==> src/rtl/ingredient_timer.sv <==
// rtl/ingredient_timer.sv - per-ingredient dispense countdown with one-cycle expiry pulse
module ingredient_timer #(
  parameter int         CLK_DIV = 50000000,
  parameter logic [7:0] T_ING0  = 8'd5,
  parameter logic [7:0] T_ING1  = 8'd3,
  parameter logic [7:0] T_ING2  = 8'd4,
  parameter logic [7:0] T_ING3  = 8'd2,
  parameter logic [7:0] T_ING4  = 8'd6
) (
  input  logic       clk,
  input  logic       reset,
  input  logic       start_timer,
  input  logic [2:0] ing_type,
  input  logic       abort,
  output logic       t_expired,
  output logic       busy,
  output logic [7:0] remaining
);

  typedef enum logic [1:0] {IDLE = 2'd0, RUN = 2'd1, DONE = 2'd2} state_t;

  localparam int            PW      = (CLK_DIV > 1) ? $clog2(CLK_DIV) : 1;
  localparam logic [PW-1:0] PS_LAST = PW'(CLK_DIV - 1);

  state_t        state, state_nxt;
  logic [PW-1:0] prescaler;
  logic [7:0]    dur;
  logic          tick;

  always_comb begin
    case (ing_type)
      3'd0:    dur = T_ING0;
      3'd1:    dur = T_ING1;
      3'd2:    dur = T_ING2;
      3'd3:    dur = T_ING3;
      3'd4:    dur = T_ING4;
      default: dur = 8'd0;
    endcase
  end

  assign tick = (state == RUN) && (prescaler == PS_LAST);

  always_ff @(posedge clk or posedge reset) begin
    if (reset) state <= IDLE;
    else       state <= state_nxt;
  end

  // abort beats start; start is honoured in every state and restarts a running count
  always_comb begin
    state_nxt = state;
    if (abort)
      state_nxt = IDLE;
    else if (start_timer)
      state_nxt = (dur != 8'd0) ? RUN : DONE;
    else begin
      case (state)
        RUN:     if (tick && remaining == 8'd1) state_nxt = DONE;
        DONE:    state_nxt = IDLE;
        default: state_nxt = state;
      endcase
    end
  end

  always_ff @(posedge clk or posedge reset) begin
    if (reset) begin
      prescaler <= '0;
      remaining <= 8'd0;
    end else if (abort) begin
      prescaler <= '0;
      remaining <= 8'd0;
    end else if (start_timer) begin
      prescaler <= '0;
      remaining <= dur;
    end else if (state == RUN) begin
      if (tick) begin
        prescaler <= '0;
        remaining <= remaining - 8'd1;
      end else begin
        prescaler <= prescaler + 1'b1;
      end
    end
  end

  always_comb begin
    t_expired = (state == DONE);
    busy      = (state == RUN);
  end

endmodule

==> config.mk <==
export PLATFORM = sky130hd
export DESIGN_NAME = ingredient_timer
export DESIGN_NICKNAME = d
export VERILOG_FILES = /design/src/rtl/ingredient_timer.sv
export SDC_FILE = /design/constraint.sdc
export NUM_CORES = 1
export LEC_CHECK = 0
export ABC_AREA = 1
export CAP_MARGIN = 20
export CORE_MARGIN = 3
export CORE_UTILIZATION = 30
export DETAILED_ROUTE_END_ITERATION = 10
export PLACE_DENSITY = 0.46
export SYNTH_ARGS = -nofsm -noshare
export SYNTH_HDL_FRONTEND = slang
export SYNTH_SLANG_ARGS = --single-unit
==> constraint.sdc <==
create_clock -name clk -period 1.7 [get_ports clk]
set_clock_uncertainty 0.1 [all_clocks]
set_input_delay 0.17 -clock clk [delete_from_list [all_inputs] [get_ports clk]]
set_output_delay 0.17 -clock clk [all_outputs]
set_load 0.02 [all_outputs]
Word level (Yosys, flattened, before mapping)

Cells that the tools add are included.

Reductions and logical operators: 9
Eq/ne operators: 9
Mux-type cells: 14
Add/sub/neg operators: 2

Operators by type and width:

| cell                  | number |
|---|---|
| $mux 26               | 4 |
| $mux 8                | 4 |
| $add 26x1->26 const B | 1 |
| $eq 26x26->1 const B  | 1 |
| $pmux 3 s5            | 1 |
| $eq 8x1->1 const B    | 1 |
| $mux 2                | 4 |
| $reduce_bool 8->1     | 1 |
| $sub 8x1->8 const B   | 1 |
| $eq 3x2->1 const B    | 2 |
| $reduce_bool 3->1     | 2 |
| $ne 4x3->1 const B    | 1 |
| $pmux 2 s2            | 1 |
| $reduce_and 2->1      | 2 |
| $reduce_bool 4->1     | 1 |
| $eq 3x1->1 const B    | 1 |
| $eq 3x3->1 const B    | 1 |
| $logic_not 3->1       | 1 |
| $eq 2x1->1 const B    | 1 |
| $eq 2x2->1 const B    | 1 |
| $logic_and 1x1->1     | 2 |

Output and inout port bits: 10
Register bits after elaboration: 36

Longest topological paths before layout

Word-level depth: 7
Mapped depth: 11

Worst setup path before layout

No wires, ideal clock.

Kind: register to register
From: reg state[1]
To: reg prescaler[12]
Library setup time: 121 ps
Period minus slack after synthesis: 1720 ps
Slack: -20 ps
Stages on the path, launching flop included: 11
Data arrival time: 1499 ps
Cells stage by stage: dfrtp_1 inv_1 ha_1 inv_1 nor2_1 nand2_1 nor2_2 nand2_1 nand2_4 buf_2 nor2_1

Word-level cells in the longest chain between the ends: 6

Ends and longest elaborated chain:

| element                | RTL line | text |
|---|---|---|
| start, declared        | 25       | `state_t state, state_nxt;` |
| start signal, assigned | 45       | `else state <= state_nxt;` |
| $eq 2x1->1 *           | -        |  |
| named net busy         | 16       | `output logic busy,` |
| $logic_and 1x1->1      | 41       | `assign tick = (state == RUN) && (prescaler == PS_LAST);` |
| $mux 26                | 75       | `if (tick) begin` |
| $mux 26                | 74       | `end else if (state == RUN) begin` |
| $mux 26                | 71       | `end else if (start_timer) begin` |
| $mux 26                | 68       | `end else if (abort) begin` |
| end signal, assigned   | 79       | `prescaler <= prescaler + 1'b1;` |
| end, declared          | 26       | `logic [PW-1:0] prescaler;` |

The timed path passes the listed nets; every way through them passes the cells marked *. The select of a mux whose other input is x is not followed.
A chain may end at the register's enable or synchronous reset.

Worst setup path in the final report

From: reg remaining[4]
To: out remaining[4]

RTL lines:

| element                | RTL line | text |
|---|---|---|
| start, declared        | 17       | `output logic [7:0] remaining` |
| start signal, assigned | 73       | `remaining <= dur;` |
| start signal, assigned | 77       | `remaining <= remaining - 8'd1;` |

No word-level cell between the ends.

==> out/metrics.yaml <==
status: "completed"
pwr-share-comb_pct: 21.5
synth_ff_type: "dfrtp_1"
cts_hold_buffers: 0
coreArea_mm2: 0.00733
internal-power_mw: 1.42
gp_congestion: 0.799
synth_cell_types: 29
drc: 0
gr-usage-all-layers_pct: 13.8
clkSinkCount: 36
synth_async_sr_flop_share_pct: 100
max_stage_delay_ps: 630
grt-ovfl-total: 0
syn_nets: 329
io_buffers: 16
final_max_slew_viol_count: 0
die_height_um: 93.6
antenna_found_initial: 0
maxCapViolCount: 0
relSlewSlack_pct: 72.4
synth_edf_count: 0
endpoint_kind: "output pin"
die_x_um: 93.6
final_nets: 378
syn_inst: 317
rr_startpoint: "prescaler[13]$_DFFE_PP0P_"
wl_per_cell_um: 13.1
initial_core_util_pct: 31.4
setup_viol: 0
place_hpwl_mm: 4.23
post-route-min-period_ps: 1630
crit_path_top_delay_cell: "clkdlybuf4s50_1"
cp.required_ps: 1430
rsz0062_at_grt: "true"
irDropWorstVdd_uv: 328
synth_area_mm2: 0.00230
viasPerCell: 4.52
area_delta_synth_final_pct: 32.2
ys_seq_elements: 36
critPathLaunchType: "register"
power.share.clock_pct: 32.8
io_pins: 17
final_core_util_pct: 41.5
p_sw_share_pct: 30.2
grt_pass1_vias: 2038
die-area_mm2: 0.00875
root_buffer: "clkbuf_8"
leakagePower_nw: 1.30
drive_above_1_share_pct: 25.6
fmax_mhz: 612
cts-htree-levels: 2
reg2reg_to: "prescaler[9]$_DFFE_PP0P_"
crit_fanout: 5
final_common_cell: "nand2_1"
firstDrtPassIters: 4
vias: 2107
path_delay_family: "buffers and inverters"
hp-class: "primary input to asynchronous set/reset pin"
ant_nets: 0
p_sw_uw: 615
cp.arrival_ps: 1360
syn_avg_cell_area_um2: 7.25
cts_buffer_depth: 2
cts_tree: "done"
clock_latency_ps: 300
path_class: "register to output pin"
r2r_slack_ps: 70
drtIter0Drc: 68
grt_max_degree: 31
pwr-share-seq_pct: 45.6
antenna_cells: 0
final_cell_mix: "67 x nand2_1, 53 x nor2_1, 36 x dfrtp_1"
clkSlewWorstSetupHoldPaths_ps: 80
worst_pin_slew_ps: 412
hold_viol: 0
period_share_pct: 96.1
rows: 31
p_total_mw: 2.04
yosysWarnings: 0
wl_mm: 6.09
worst-path-buf-inv: 1
powerDensity_mw_per_mm2: 670
seq_area_frac_synth_pct: 39.2
numCtsBuffers: 5
grt_pass1_wl_mm: 9.57
crit_chain: "clkdlybuf4s50_1"
r2r_cells: 8
## sequential cells by signal, summed over array words and instances, names as in the netlist
| register | cells |
|---|---|
| remaining | 8 |
| state | 2 |
| prescaler | 26 |
## power groups by stage
stage                     logic, mW  registers [mW]  clock network, mW
after floorplan               0.214           0.971                  0
after global placement        0.410           0.944                  0
after detailed placement      0.408           0.944                  0
after CTS                     0.406           0.927              0.680
after global routing          0.491           0.937              0.725
final                         0.439           0.929              0.668
## cell families (layout without fill, tap and decap cells)
logic type / count (synthesis) / in the layout / synth area share [%]
AOI/OAI and AO/OA: 25 / 25 / 5.93
xor gates and xnor gates: 8 / 8 / 3.05
adders and majority gates: 5 / 5 / 2.72
buffers and inverters: 47 / 96 / 9.03
DFF: 36 / 36 / 39.2
and+or+nand+nor: 196 / 197 / 40.1
## cell usage after synthesis, types with 2 or more instances
cell type	instances	share of area [%]
dfrtp_1	36	39
o21ai_1	7	1.5
inv_2	5	0.82
ha_1	5	2.7
buf_6	4	2.0
nand3_1	20	4.4
nor3_2	2	0.87
nor2_1	56	9.1
nand3_2	2	0.87
nand2_4	2	0.98
inv_1	37	6.0
a21oi_1	10	2.2
nor2_2	5	1.4
nand2_2	6	1.6
o21ai_0	4	0.87
nor2_4	5	2.4
xor2_1	7	2.7
nand4_1	7	1.9
nand2_1	73	12
nor3_1	14	3.0
a211oi_1	2	0.65
## worst max path at each step
stage                                   startpoint                   endpoint  slack, ps  depth (start not counted)
final                     remaining[4]$_DFFE_PP0P_               remaining[4]         70                          1
after global routing      prescaler[0]$_DFFE_PP0P_  prescaler[24]$_DFFE_PP0P_        -70                         10
after CTS                     state[1]$_DFFE_PP0P_   remaining[7]$_DFFE_PP0P_         20                         11
after detailed placement               start_timer  prescaler[21]$_DFFE_PP0P_        -20                          9
after global placement                 start_timer  prescaler[21]$_DFFE_PP0P_         -9                          9
after floorplan               state[1]$_DFFE_PP0P_  prescaler[12]$_DFFE_PP0P_         50                         10
## timing repair
action / in CTS / in global routing
cloned: 0 / 4
resized for setup: 2 / 38
pin swaps: 0 / 10
endpoints found under the setup margin: 2 / 36
setup buffers: 0 / 2
## final cells by class
class | count | area [µm²]
Fill cell | 767 | 4290
Tap cell | 99 | 124
Inverter | 42 | 165
Clock inverter | 2 | 10.0
Multi-Input combinational cell | 235 | 1310
Clock buffer | 6 | 82.6
Timing Repair Buffer | 46 | 447
Sequential cell | 36 | 901
## layer usage
metal	wire, µm	GRT usage [%]	vias up
met5	0	0	-
met4	93	4.21	0
met3	130	2.74	9
met2	2800	21.7	34
met1	3070	19.0	960
li1	-	-	1104
## per-stage QoR
stage	instance area, µm²	TNS, ps	hold WS [ps]	cells	setup slack, ps
finish	3040	0	27.4	466	66.4
global route	3040	-515	46.6	466	-68.8
CTS	2840	0	32.0	460	18.8
detailed placement	2750	-26.0	355	452	-16.8
global placement	2750	-9.36	351	452	-9.36
floorplan	2300	0	225	317	54.7
(Power assumes the default switching activity.)
